### config.mk
export PLATFORM = sky130hd
export DESIGN_NAME = dma_ctrl
export DESIGN_NICKNAME = d
export VERILOG_FILES = /design/src/rtl/dma_pkg.sv /design/src/rtl/dma_ctrl.sv
export SDC_FILE = /design/constraint.sdc
export NUM_CORES = 1
export LEC_CHECK = 0
export ABC_CLOCK_PERIOD_IN_PS = 5100
export CAP_MARGIN = 10
export CORE_ASPECT_RATIO = 0.7
export CORE_UTILIZATION = 45
export DETAILED_ROUTE_END_ITERATION = 6
export GPL_TIMING_DRIVEN = 0
export PLACE_DENSITY = 0.8
export SLEW_MARGIN = 20
export SYNTH_ARGS = -nofsm -noshare
export SYNTH_HDL_FRONTEND = slang
export SYNTH_SLANG_ARGS = --single-unit
### constraint.sdc
create_clock -name clk -period 5.1 [get_ports clk]
set_input_delay 1.02 -clock clk [delete_from_list [all_inputs] [get_ports clk]]
set_output_delay 1.02 -clock clk [all_outputs]
set_load 0.01 [all_outputs]
### src/rtl/dma_pkg.sv
// Shared constants and FSM state encoding for the single-channel DMA controller.
package dma_pkg;

  localparam int DMA_ADDR_W = 32;
  localparam int DMA_DATA_W = 32;
  localparam int DMA_LEN_W  = 16;

  typedef enum logic [2:0] {
    IDLE    = 3'd0,
    RD_REQ  = 3'd1,
    RD_WAIT = 3'd2,
    WR_REQ  = 3'd3,
    WR_RESP = 3'd4,
    DONE    = 3'd5
  } dma_state_e;

endpackage

### src/rtl/dma_ctrl.sv
// Single-channel memory-to-memory DMA: one word read then written per loop,
// with at most one request outstanding on either bus.
module dma_ctrl
  import dma_pkg::*;
#(
  parameter int ADDR_W = DMA_ADDR_W,
  parameter int DATA_W = DMA_DATA_W,
  parameter int LEN_W  = DMA_LEN_W
) (
  input  logic              clk,
  input  logic              rst,
  input  logic              dmaen,
  input  logic [ADDR_W-1:0] dmasrc,
  input  logic [ADDR_W-1:0] dmadst,
  input  logic [LEN_W-1:0]  dmalen,
  output logic              rd_req_valid,
  input  logic              rd_req_ready,
  output logic [ADDR_W-1:0] rd_addr,
  input  logic              rd_data_valid,
  input  logic [DATA_W-1:0] rd_data,
  input  logic              rd_err,
  output logic              wr_req_valid,
  input  logic              wr_req_ready,
  output logic [ADDR_W-1:0] wr_addr,
  output logic [DATA_W-1:0] wr_data,
  input  logic              wr_resp_valid,
  input  logic              wr_err,
  output logic              busy,
  output logic              dma_err,
  output logic              dma_interrupt
);

  localparam logic [ADDR_W-1:0] STRIDE = ADDR_W'(DATA_W / 8);

  dma_state_e        state_reg, state_next;
  logic [ADDR_W-1:0] src_reg;
  logic [ADDR_W-1:0] dst_reg;
  logic [LEN_W-1:0]  cnt_reg;
  logic [DATA_W-1:0] data_reg;
  logic              err_reg;

  always_ff @(posedge clk or posedge rst) begin
    if (rst) begin
      state_reg <= IDLE;
    end else begin
      state_reg <= state_next;
    end
  end

  always_comb begin
    state_next = state_reg;
    case (state_reg)
      IDLE: begin
        if (dmaen) begin
          state_next = (dmalen == '0) ? DONE : RD_REQ;
        end
      end
      RD_REQ: begin
        if (rd_req_ready) state_next = RD_WAIT;
      end
      RD_WAIT: begin
        if (rd_data_valid) state_next = rd_err ? DONE : WR_REQ;
      end
      WR_REQ: begin
        if (wr_req_ready) state_next = WR_RESP;
      end
      WR_RESP: begin
        // An error response ends the transfer even with words remaining.
        if (wr_resp_valid) begin
          state_next = (wr_err || cnt_reg == LEN_W'(1)) ? DONE : RD_REQ;
        end
      end
      DONE: begin
        if (!dmaen) state_next = IDLE;
      end
      default: state_next = IDLE;
    endcase
  end

  always_ff @(posedge clk or posedge rst) begin
    if (rst) begin
      src_reg  <= '0;
      dst_reg  <= '0;
      cnt_reg  <= '0;
      data_reg <= '0;
      err_reg  <= 1'b0;
    end else begin
      case (state_reg)
        IDLE: begin
          if (dmaen) begin
            src_reg <= dmasrc;
            dst_reg <= dmadst;
            cnt_reg <= dmalen;
            err_reg <= 1'b0;
          end
        end
        RD_WAIT: begin
          if (rd_data_valid) begin
            data_reg <= rd_data;
            if (rd_err) err_reg <= 1'b1;
          end
        end
        WR_RESP: begin
          // Addresses wrap naturally at ADDR_W bits.
          if (wr_resp_valid) begin
            src_reg <= src_reg + STRIDE;
            dst_reg <= dst_reg + STRIDE;
            cnt_reg <= cnt_reg - LEN_W'(1);
            if (wr_err) err_reg <= 1'b1;
          end
        end
        default: ;
      endcase
    end
  end

  // Outputs decode the state register directly, so reset clears them immediately.
  always_comb begin
    rd_req_valid  = (state_reg == RD_REQ);
    wr_req_valid  = (state_reg == WR_REQ);
    rd_addr       = src_reg;
    wr_addr       = dst_reg;
    wr_data       = data_reg;
    busy          = (state_reg != IDLE) && (state_reg != DONE);
    dma_err       = err_reg;
    dma_interrupt = (state_reg == DONE);
  end

endmodule

**Word level (Yosys, flattened, before mapping)**

Index checks and enable logic that the tools add are counted.

- Multiplexer cells: 25
- Equality and inequality tests: 15
- Reductions and logical operators: 11
- Add/sub/neg operators: 3

Operators by type and width:

| kind | number |
|---|---|
| $mux 32 | 4 |
| $pmux 32 s2 | 2 |
| $add 32x3->32 const B | 2 |
| $mux 16 | 2 |
| $pmux 16 s2 | 1 |
| $mux 3 | 9 |
| $pmux 3 s6 | 1 |
| $eq 16x1->1 const B | 1 |
| $logic_not 16->1 | 1 |
| $sub 16x1->16 const B | 1 |
| $ne 2x2->1 const B | 6 |
| $reduce_and 6->1 | 2 |
| $eq 3x2->1 const B | 2 |
| $eq 3x3->1 const B | 2 |
| $reduce_bool 3->1 | 2 |
| $mux 1 | 5 |
| $ne 2x1->1 const B | 2 |
| $eq 3x1->1 const B | 1 |
| $logic_not 3->1 | 1 |
| $ne 3x3->1 const B | 1 |
| $pmux 1 s3 | 1 |
| $reduce_and 3->1 | 1 |
| $reduce_and 2->1 | 1 |
| $reduce_bool 2->1 | 1 |
| other kinds (2) | 2 |

- Input port bits: 121
- Output and inout bits: 101
- Flip-flop bits (word level): 116

**Longest topological paths before layout**

Gate-level depths: netlist of the first run.

- Word-level depth: 5
- Gate-level depth with buffers: 8
- Depth with buffers taken out: 7

**Worst setup path after synthesis of the first run**

No wires, ideal clock.

- Kind: input -> register
- Start point: in wr_resp_valid
- End point: reg cnt_reg[10]
- Arrival time: 2.187 ns
- Required time: 4.968 ns
- Buffers on the path: 3
- Slack: 2.781 ns
- Stages: 6
- Cells stage by stage: mux2i_1 or3_1 buf_2 buf_1 clkbuf_1 o2bb2ai_1

- Word-level cells in the longest chain between the ends: 2

Ends and longest elaborated chain:

| what | line | text |
|---|---|---|
| from (decl) | dma_ctrl.sv:26 | `input logic wr_resp_valid,` |
| $ne 2x2->1 (no source line) | - |  |
| $reduce_and 3->1 (no source line) | - |  |
| to (signal assigned) | dma_ctrl.sv:93 | `cnt_reg <= dmalen;` |
| to (signal assigned) | dma_ctrl.sv:108 | `cnt_reg <= cnt_reg - LEN_W'(1);` |
| to (decl) | dma_ctrl.sv:38 | `logic [LEN_W-1:0] cnt_reg;` |

Every way passes these cells.
A chain may end at the register's enable or synchronous reset.

**Worst setup path after layout of the first run**

- Start point: in wr_resp_valid
- End point: reg dst_reg[4] (netlist: wr_addr[4])

- Word-level cells in the longest chain between the ends: 2

Ends and longest elaborated chain:

| what | line | text |
|---|---|---|
| $ne 2x2->1 (no source line) | - |  |
| $reduce_and 3->1 (no source line) | - |  |
| to (signal assigned) | dma_ctrl.sv:92 | `dst_reg <= dmadst;` |
| to (signal assigned) | dma_ctrl.sv:107 | `dst_reg <= dst_reg + STRIDE;` |
| to (decl) | dma_ctrl.sv:37 | `logic [ADDR_W-1:0] dst_reg;` |

Every way passes these cells.

==> reports/metrics.yaml, run 1 <==
outcome: "finished clean"
cp_top_family: "buffers and inverters"
fin_crit_ns: 3.482
antenna_found_initial: 0
grt_max_degree: 62
power_frac_seq: 0.323
cts_setup_buffers: 0
startpoint_type: "input pin"
syn2layout_area_growth_pct: 47.46
yosysTopAreaCell: "dfrtp_1"
drtPass1Iterations: 6
clock-root-buffer: "clkbuf_16"
worstMarginPinSlew_ns: 1.185
cp_max_fo: 10
drt-total-wl_um: 24280
synthCells: 711
io_pins: 222
grt_usage: 0.3319
cts_tree: "yes"
fmax_ghz: 0.2872
utilization: 0.6821
postCtsResizedCells: 0
intPower_mw: 3.503
gp_congestion: 0.9572
switching_power_mw: 2.407
reg2regPathDepth: 5
timing.hold.ws_ns: 0.4749
r2r_setup_slack_ns: 2.14
synth_edf_count: 0
fin_total_pwr_mw: 5.910
ir_worst_vdd_mv: 0.3505
max_stage_delay_ns: 0.65
relSlewSlack: 0.2029
fill_cells: 1126
clock-sinks: 116
grt_pass1_wl_um: 37630
clkPwrFrac: 0.203
setup-tns-final_ns: 0
finalHoldViolations: 0
post-route-period-util: 0.6828
place_inst: 1123
grt_pass1_vias: 6645
finalNonFillerCells: 1155
clk-insertion-delay-late_ns: 0.43
setup_viol: 0
endpoint: "wr_addr[4]$_DFFE_PP0P_"
die_y_um: 102.2
synth_top_area_frac: 0.4494
min_path_type: "flip-flop to flip-flop"
synth_ff_type: "dfrtp_1"
worst_path_most_repeated_cell: "clkbuf_1"
vias: 7241
htreeDepth: 4
power_per_cell_area_mw_per_mm2: 620.5
slew_viol_final: 0
vias_per_cell: 6.269
path_buf_inv: 3
pwr-share-comb: 0.474
maxCapViolCount: 0
critPathKind: "input pin to flip-flop"
arrival_ns: 3.74
synth_area_mm2: 0.006459
cts_buffer_depth: 2
wl_per_cell_um: 21.02
swShare: 0.4073
ys_seq_elements: 116
drc: 0
synth.distinct_cells: 63
rsz0062_at_grt: "false"
drive_gt1_frac: 0.09016
ant_nets: 0
hpwlAfterDp_um: 17220
clk_pin_slew_ns: 0.06
synth_fp_nets: 836
cts_buffers: 17
die_w_um: 145.2
placementRows: 36
start_util: 0.4625
critical_path_depth: 6
required_ns: 5.36
end_kind: "flip-flop"
synthArstFlopShare: 1.000
synth_area_leaders: "dfrtp_1 (45%), mux2_2 (5.8%), a21oi_1 (5.0%)"
syn_avg_cell_area_um2: 9.084
r2r-end: "wr_addr[4]$_DFFE_PP0P_"
diodes: 0
ys_warn_count: 0
r2r_start: "state_reg[0]$_DFFE_PP0P_"
drt_iter0_markers: 754
cp_slowest_cell: "clkbuf_1"
p_leak_nw: 3.688
port_buffers: 221
grt_overflow: 0
synth-seq-area-share: 0.4494
finClkSkew_ns: 0.007898
coreArea_mm2: 0.01396
die-area_mm2: 0.01484
final_nets: 1077
crit_start: "wr_resp_valid"
cp_cell_sequence: "clkdlybuf4s50_1 -> mux2i_1 -> nor3_2 -> clkbuf_1 -> clkbuf_1 -> a22oi_1"
cts_hold_buf: 0
==> synth_stat cells (8+ instances only) <==
| cell | instances |
|---|---|
| and3_1 | 15 |
| o22a_1 | 14 |
| nand3_1 | 25 |
| clkbuf_1 | 34 |
| nand4_1 | 22 |
| mux2_2 | 33 |
| or3_1 | 11 |
| dfrtp_1 | 116 |
| nor2_1 | 55 |
| o22ai_1 | 17 |
| inv_1 | 10 |
| a31oi_1 | 14 |
| a2bb2oi_1 | 16 |
| a21oi_1 | 64 |
| o21ai_0 | 41 |
| nand2_1 | 68 |
| nor4_1 | 10 |
| a211oi_1 | 12 |
| buf_2 | 8 |
| nor3_1 | 28 |
==> worst min-delay path, delay by kind of cell, from the launching register on <==
kind          cells  cell delay [ns]
flops             1             0.34
simple gates      2             0.10
==> placed cells by master, fill, tap and decap left out, drive strengths merged, types with 16 or more instances in the layout <==
master / Yosys / routed
a21oi: 64 / 64
a2bb2oi: 16 / 16
buf: 15 / 16
clkbuf: 34 / 51
clkdlybuf4s50: 0 / 221
dfrtp: 116 / 116
mux2: 34 / 34
nand2: 68 / 68
nand3: 25 / 25
nand4: 22 / 22
nor2: 56 / 56
nor3: 30 / 30
o21ai: 41 / 41
o22ai: 17 / 17
==> power groups by stage <==
stage	sequential (mW)	clock, mW	combinational (mW)
5_1_grt	1.97	1.24	3.00
6_report	1.91	1.20	2.80
4_1_cts	1.88	1.20	2.76
3_3_place_gp	1.87	0	2.70
2_1_floorplan	1.95	0	1.27
3_5_place_dp	1.88	0	2.74
==> per-stage QoR <==
step | setup slack, ns | area (µm²)
final | 1.618 | 9524
after global routing | 1.511 | 9524
after CTS | 1.781 | 9524
after detailed placement | 1.342 | 8941
after global placement | -0.8137 | 8909
after floorplan | 1.008 | 6459
==> kinds of logic after synthesis <==
logic type | share of synthesized area
simple gates | 0.2212
compound gates | 0.2236
flops | 0.4494
buf+inv | 0.03584
mux | 0.06083
fa+ha+maj | 0.007749
xor+xnor | 0.001356
==> layer usage <==
metal | track usage | wire [µm]
met5 | 0 | 0
met4 | 0.1223 | 672
met3 | 0.09509 | 3156
met2 | 0.4723 | 10140
met1 | 0.4790 | 10310
==> how the worst min path moves through the flow <==
stage	from	endpoint	slack, ns	cells past startpoint
floorplan	cnt_reg[14]$_DFFE_PP0P_	cnt_reg[14]$_DFFE_PP0P_	0.46	1
CTS	rd_addr[1]$_DFFE_PP0P_	rd_addr[1]$_DFFE_PP0P_	0.48	2
finish	rd_addr[1]$_DFFE_PP0P_	rd_addr[1]$_DFFE_PP0P_	0.47	2
detailed placement	wr_addr[0]$_DFFE_PP0P_	wr_addr[0]$_DFFE_PP0P_	0.47	2
global placement	rd_addr[0]$_DFFE_PP0P_	rd_addr[0]$_DFFE_PP0P_	0.46	2
global route	wr_data[24]$_DFFE_PP0P_	wr_data[24]$_DFFE_PP0P_	0.51	1
==> area by class of cell <==
class / instances / area (µm²) / share of cell area
timing repair buffer: 222 / 2240 / 0.2352
buffer: 49 / 193.9 / 0.02036
clock inverter: 15 / 157.7 / 0.01655
sequential: 116 / 2903 / 0.3048
multi-input combinational: 536 / 3324 / 0.3491
tap: 190 / 237.7 / 0.02496
clock buffer: 17 / 425.4 / 0.04467
inverter: 10 / 42.54 / 0.004467
(Power assumes the default switching activity.)
==> inputs of run 2 (changes only) <==
- ABC_CLOCK_PERIOD_IN_PS: 5100 -> 2800
- CORE_UTILIZATION: 45 -> 42
- PLACE_DENSITY: 0.8 -> 0.78
- clock period: 5.1 -> 2.8 ns (I/O delays scaled with it)
==> reports/metrics.yaml, run 2 (same netlist as run 1, synthesis figures left out) <==
clock-sinks: 116  # unchanged
final_common_cell: "clkdlybuf4s50_1"
grt_pass1_wl_um: 37680  # +0.15%
clock-root-buffer: "clkbuf_16"
grt_pass1_vias: 6646  # +0.015%
maxCapViolCount: 0  # unchanged
die_y_um: 105.8  # +3.4%
drtPass1Iterations: 5  # -1
critPathKind: "input pin to flip-flop"
vias: 7258  # +0.23%
port_buffers: 221  # unchanged
cp_max_fo: 10  # unchanged
post-route-period-util: 1.007
required_ns: 3.06  # -2.30 ns
ir_worst_vdd_mv: 0.5673  # +62%
fin_crit_ns: 2.820
cts_buffer_depth: 2  # unchanged
setup_ws_ns: -0.01998  # -1.638 ns
fmax_ghz: 0.3546
gp_congestion: 0.9769  # +2.1%
max_stage_delay_ns: 0.59  # -0.06 ns
finalNonFillerCells: 1162  # +0.61%
cts_tree: "yes"
fill_cells: 1248  # +11%
setup-tns-final_ns: -0.05736  # -0.05736 ns
wl_per_cell_um: 21.18  # +0.77%
multi_input_area_mm2: 0.003331  # +0.19%
power_per_cell_area_mw_per_mm2: 1117  # +80%
start_util: 0.4346  # -0.02792
syn2layout_area_growth_pct: 48.08
drive_gt1_frac: 0.09514  # +0.004984
drt-total-wl_um: 24610  # +1.4%
violations: "setup timing"
relSlewSlack: 0.1925  # -0.01041
clk_pin_slew_ns: 0.05  # about the same
end_kind: "flip-flop"
final_nets: 1080  # +0.28%
rsz0062_at_grt: "true"
setup_viol: 7  # +7
antenna_found_initial: 0  # unchanged
outcome: "finished with violations"
htreeDepth: 4  # unchanged
layout_common_cells: "clkdlybuf4s50_1 (221), dfrtp_1 (116), nand2_1 (68)"
vias_per_cell: 6.246  # -0.37%
finalHoldViolations: 0  # unchanged
grt_usage: 0.3169  # -0.01497
worstMarginPinSlew_ns: 1.209  # +0.02392 ns
finClkSkew_ns: 0.007802  # -0.00009603 ns
cts_hold_buf: 0  # unchanged
startpoint_type: "input pin"
hpwlAfterDp_um: 17790  # +3.3%
placementRows: 37  # +2.8%
arrival_ns: 3.08  # -0.66 ns
seqCellArea_mm2: 0.002903  # unchanged
slew_viol_final: 0  # unchanged
drt_iter0_markers: 772  # +2.4%
io_pins: 222  # unchanged
drc: 0  # unchanged
die_w_um: 150.2  # +3.5%
fin_total_pwr_mw: 10.69  # +81%
timing.hold.ws_ns: 0.4149  # -0.05998 ns
place_inst: 1131  # +0.71%
p_leak_nw: 3.710  # +0.59%
die-area_mm2: 0.01589  # +7.0%
ant_nets: 0  # unchanged
min_path_type: "input pin to async pin"
cts_buffers: 17  # unchanged
coreArea_mm2: 0.01486  # +6.4%
diodes: 0  # unchanged
cp_slowest_cell: "clkdlybuf4s50_1"
clk-insertion-delay-late_ns: 0.42  # about the same
r2r_setup_slack_ns: 0.08  # -2.06 ns
grt_overflow: 0  # unchanged
cp_cell_sequence: "clkdlybuf4s50_1 -> mux2i_1 -> nor3_2 -> clkbuf_1 -> buf_1 -> a21oi_1"
grt_max_degree: 32  # -48%
==> run 2: cell count changes in the layout (fill, tap and decap cells not counted) <==
| cell | delta |
|---|---|
| clkinvlp_4 | +1 |
| nor4_2 | +1 |
| clkinv_4 | -3 |
| buf_12 | +4 |
| clkinv_2 | +1 |
| nor4_1 | -1 |
| bufinv_16 | -1 |
| clkbuf_8 | +3 |
| clkbuf_2 | +4 |
| buf_16 | -1 |
| inv_6 | -4 |
| clkbuf_1 | -2 |
==> run 2: what timing repair did <==
| item | CTS | global route |
|---|---|---|
| buffers inserted | 0 | 0 |
| gates cloned | 0 | 0 |
| resized for setup | 1 | 6 |
| setup endpoints to repair | 9 | 27 |
==> run 2: metal layers <==
metal	vias up	share of wire	track usage
met2	554	0.42	0.4375
met4	0	0.017	0.09380
li1	3181	-	-
met1	3476	0.42	0.4571
met3	47	0.15	0.1165
met5	-	0	0
==> run 2: worst paths after layout <==
check,startpoint,to,depth (start not counted)
worst max register to register,state_reg[0]$_DFFE_PP0P_,wr_addr[8]$_DFFE_PP0P_,5
worst min-delay path,rst,wr_data[8]$_DFFE_PP0P_,2
worst min register to register,rd_addr[1]$_DFFE_PP0P_,rd_addr[1]$_DFFE_PP0P_,2
max in group asynchronous,rst,cnt_reg[0]$_DFFE_PP0P_,5
min in group clk,rd_addr[1]$_DFFE_PP0P_,rd_addr[1]$_DFFE_PP0P_,2
worst max-delay path,wr_resp_valid,wr_addr[8]$_DFFE_PP0P_,6
==> run 2: per-stage QoR <==
stage | util | setup WS, ns | instance area (µm²)
after floorplan | - | 0.8266 | 6462
after global placement | 0.6002 | -0.4762 | 8919
after detailed placement | 0.6055 | -0.4778 | 8999
after CTS | 0.6429 | 0.05047 | 9554
after global routing | 0.6436 | -0.07433 | 9564
final | 0.6436 | -0.01998 | 9564
==> run 2: power breakdown <==
part	internal [mW]	switching (mW)
Sequential	2.52	0.984
Clock	1.28	0.792
Combinational	2.56	2.56
==> run 2: cell type report <==
class	count	share of cell area
Clock inverter	9	0.008373
Timing Repair Buffer	225	0.2397
Sequential cell	116	0.3035
Clock buffer	22	0.04958
Multi-Input combinational cell	536	0.3482
Buffer	49	0.02080
Tap cell	195	0.02551
Inverter	10	0.004317
==> run 2: worst max-delay path: cells and delay by family <==
| kind | cells | cell delay [ns] |
|---|---|---|
| buf+inv | 3 | 1.65 |
| compound gates | 1 | 0.13 |
| mux | 1 | 0.14 |
| simple gates | 1 | 0.59 |
==> inputs of run 3 (changes only) <==
- CORE_MARGIN: not set -> 3
- SETUP_SLACK_MARGIN: not set -> 0.15
==> reports/metrics.yaml, run 3 (same netlist as run 1, synthesis figures left out) <==
post-place-ws_ns: -0.4700  # +0.007832 ns
cp_max_fo: 10  # unchanged
grt_overflow: 0  # unchanged
fill_cells: 1221  # -2.2%
die_w_um: 154.2  # +2.7%
required_ns: 3.07  # about the same
timing.hold.ws_ns: 0.4796  # +0.06472 ns
drt-total-wl_um: 25600  # +4.0%
cts_hold_buf: 0  # unchanged
htreeDepth: 4  # unchanged
reg2regPathDepth: 6  # +1
r2r_start: "state_reg[2]$_DFFE_PP0P_"
power_frac_seq: 0.323  # -0.005
layout_common_cells: "clkdlybuf4s50_1 (221), dfrtp_1 (116), nand2_1 (68)"
ir_worst_vdd_mv: 0.6043  # +6.5%
finalHoldViolations: 0  # unchanged
placementRows: 37  # unchanged
cts_tree: "yes"
ant_nets: 0  # unchanged
maxCapViolCount: 0  # unchanged
switching_power_mw: 4.416  # +2.0%
vias_per_cell: 6.269  # +0.37%
coreArea_mm2: 0.01486  # unchanged
syn2layout_area_growth_pct: 48.99
setup_viol: 0  # -7
clock-sinks: 116  # unchanged
gp_congestion: 0.9525  # -2.5%
io_pins: 222  # unchanged
r2r-end: "wr_addr[7]$_DFFE_PP0P_"
clkPwrFrac: 0.200  # +0.006
power_per_cell_area_mw_per_mm2: 1131  # +1.2%
vias: 7285  # +0.37%
grt_pass1_vias: 6920  # +4.1%
start_util: 0.4346  # unchanged
antenna_found_initial: 0  # unchanged
swShare: 0.4058  # +0.0004816
arrival_ns: 2.90  # -0.18 ns
fin_crit_ns: 2.628  # -0.1924 ns
clock-root-buffer: "clkbuf_16"
intPower_mw: 6.467  # +1.7%
diodes: 0  # unchanged
end_kind: "flip-flop"
post-route-period-util: 0.9384  # -0.06870
relSlewSlack: 0.1608  # -0.03168
drtPass1Iterations: 5  # unchanged
die_y_um: 109.8  # +3.8%
finClkSkew_ns: 0.009812  # +0.002010 ns
outcome: "finished clean"
worstMarginPinSlew_ns: 1.247  # +0.03864 ns
slew_viol_final: 0  # unchanged
drive_gt1_frac: 0.1055  # +0.01034
r2r_setup_slack_ns: 0.21  # +0.13 ns
cts_buffer_depth: 2  # unchanged
wl_per_cell_um: 22.03  # +4.0%
final_nets: 1080  # unchanged
grt_usage: 0.2973  # -0.01965
grt_max_degree: 33  # +3.1%
p_leak_nw: 3.765  # +1.5%
rsz0062_at_grt: "true"
endpoint: "cnt_reg[1]$_DFFE_PP0P_"
hpwlAfterDp_um: 18610  # +4.6%
clk-insertion-delay-late_ns: 0.41  # about the same
crit_start: "wr_resp_valid"
min_path_type: "flip-flop to flip-flop"
fmax_ghz: 0.3806  # +7.3%
drt_iter0_markers: 846  # +9.6%
drc: 0  # unchanged
grt_pass1_wl_um: 39130  # +3.8%
port_buffers: 221  # unchanged
critPathKind: "input pin to flip-flop"
die-area_mm2: 0.01693  # +6.5%
pwr-share-comb: 0.477  # -0.002
clk_pin_slew_ns: 0.06  # about the same
startpoint_type: "input pin"
setup_ws_ns: 0.1724  # +0.1924 ns
final_common_cell: "clkdlybuf4s50_1"
cts_buffers: 17  # unchanged
[run 3: cell types whose count changed in the layout (fill, tap and decap cells not counted), moves of 2 or more]
cell / change
clkbuf_1: -5
clkbuf_2: +8
buf_1: -4
buf_16: +2
clkinvlp_4: -2
buf_12: -2
[run 3: worst min-delay path by stage]
stage | start | cells past startpoint | end | slack (ns)
3_3_place_gp | wr_addr[0]$_DFFE_PP0P_ | 2 | wr_addr[0]$_DFFE_PP0P_ | 0.46
2_1_floorplan | cnt_reg[14]$_DFFE_PP0P_ | 1 | cnt_reg[14]$_DFFE_PP0P_ | 0.46
3_5_place_dp | rd_addr[1]$_DFFE_PP0P_ | 2 | rd_addr[1]$_DFFE_PP0P_ | 0.47
4_1_cts | rd_addr[0]$_DFFE_PP0P_ | 2 | rd_addr[0]$_DFFE_PP0P_ | 0.49
6_report | rd_addr[0]$_DFFE_PP0P_ | 2 | rd_addr[0]$_DFFE_PP0P_ | 0.48
5_1_grt | rd_addr[0]$_DFFE_PP0P_ | 2 | rd_addr[0]$_DFFE_PP0P_ | 0.49
[run 3: layout make-up]
type | count | area (µm²) | area share
timing repair buffer | 225 | 2307 | 0.2398
buffer | 49 | 210.2 | 0.02184
tap | 195 | 244.0 | 0.02535
sequential | 116 | 2903 | 0.3017
clock inverter | 9 | 103.9 | 0.01079
clock buffer | 22 | 474.2 | 0.04928
multi-input combinational | 536 | 3339 | 0.3470
inverter | 10 | 41.29 | 0.004291
[run 3: metrics by stage]
stage          TNS (ns)    util  cells  power, mW  cell area (µm²)
3_5_place_dp     -13.09  0.6066   1131      8.519             9014
3_3_place_gp     -54.28  0.6002   1127      8.368             8919
6_report              0  0.6476   1162      10.88             9623
4_1_cts               0  0.6460   1162      10.76             9600
2_1_floorplan         0       -    711      5.852             6462
5_1_grt               0  0.6476   1162      11.43             9623
[run 3: worst max-delay path: stages]
cell and delay (ns):
clkdlybuf4s50_1 0.51, mux2i_1 0.32, or3_1 0.19, buf_2 0.26, clkbuf_2 0.36, clkbuf_1 0.52, a21oi_1 0.16
[run 3: per-layer routing]
layer  GRT usage  up-vias  part of all wire
met2      0.4290      567              0.42
met3      0.1098       68              0.15
li1            -     3184                 -
met5           0        -                 0
met4      0.1084        0             0.029
met1      0.4103     3466              0.40
[run 3: repair_timing]
item	4_1_cts	5_1_grt
gates resized for setup	6	15
buffers inserted	0	0
setup endpoints to repair	27	44
[run 3: power groups by stage]
stage	sequential (mW)	combinational, mW	clock (mW)
final	3.51	5.20	2.18
after global routing	3.62	5.55	2.26
after CTS	3.46	5.11	2.19
after detailed placement	3.45	5.07	0
after global placement	3.43	4.94	0
after floorplan	3.54	2.31	0
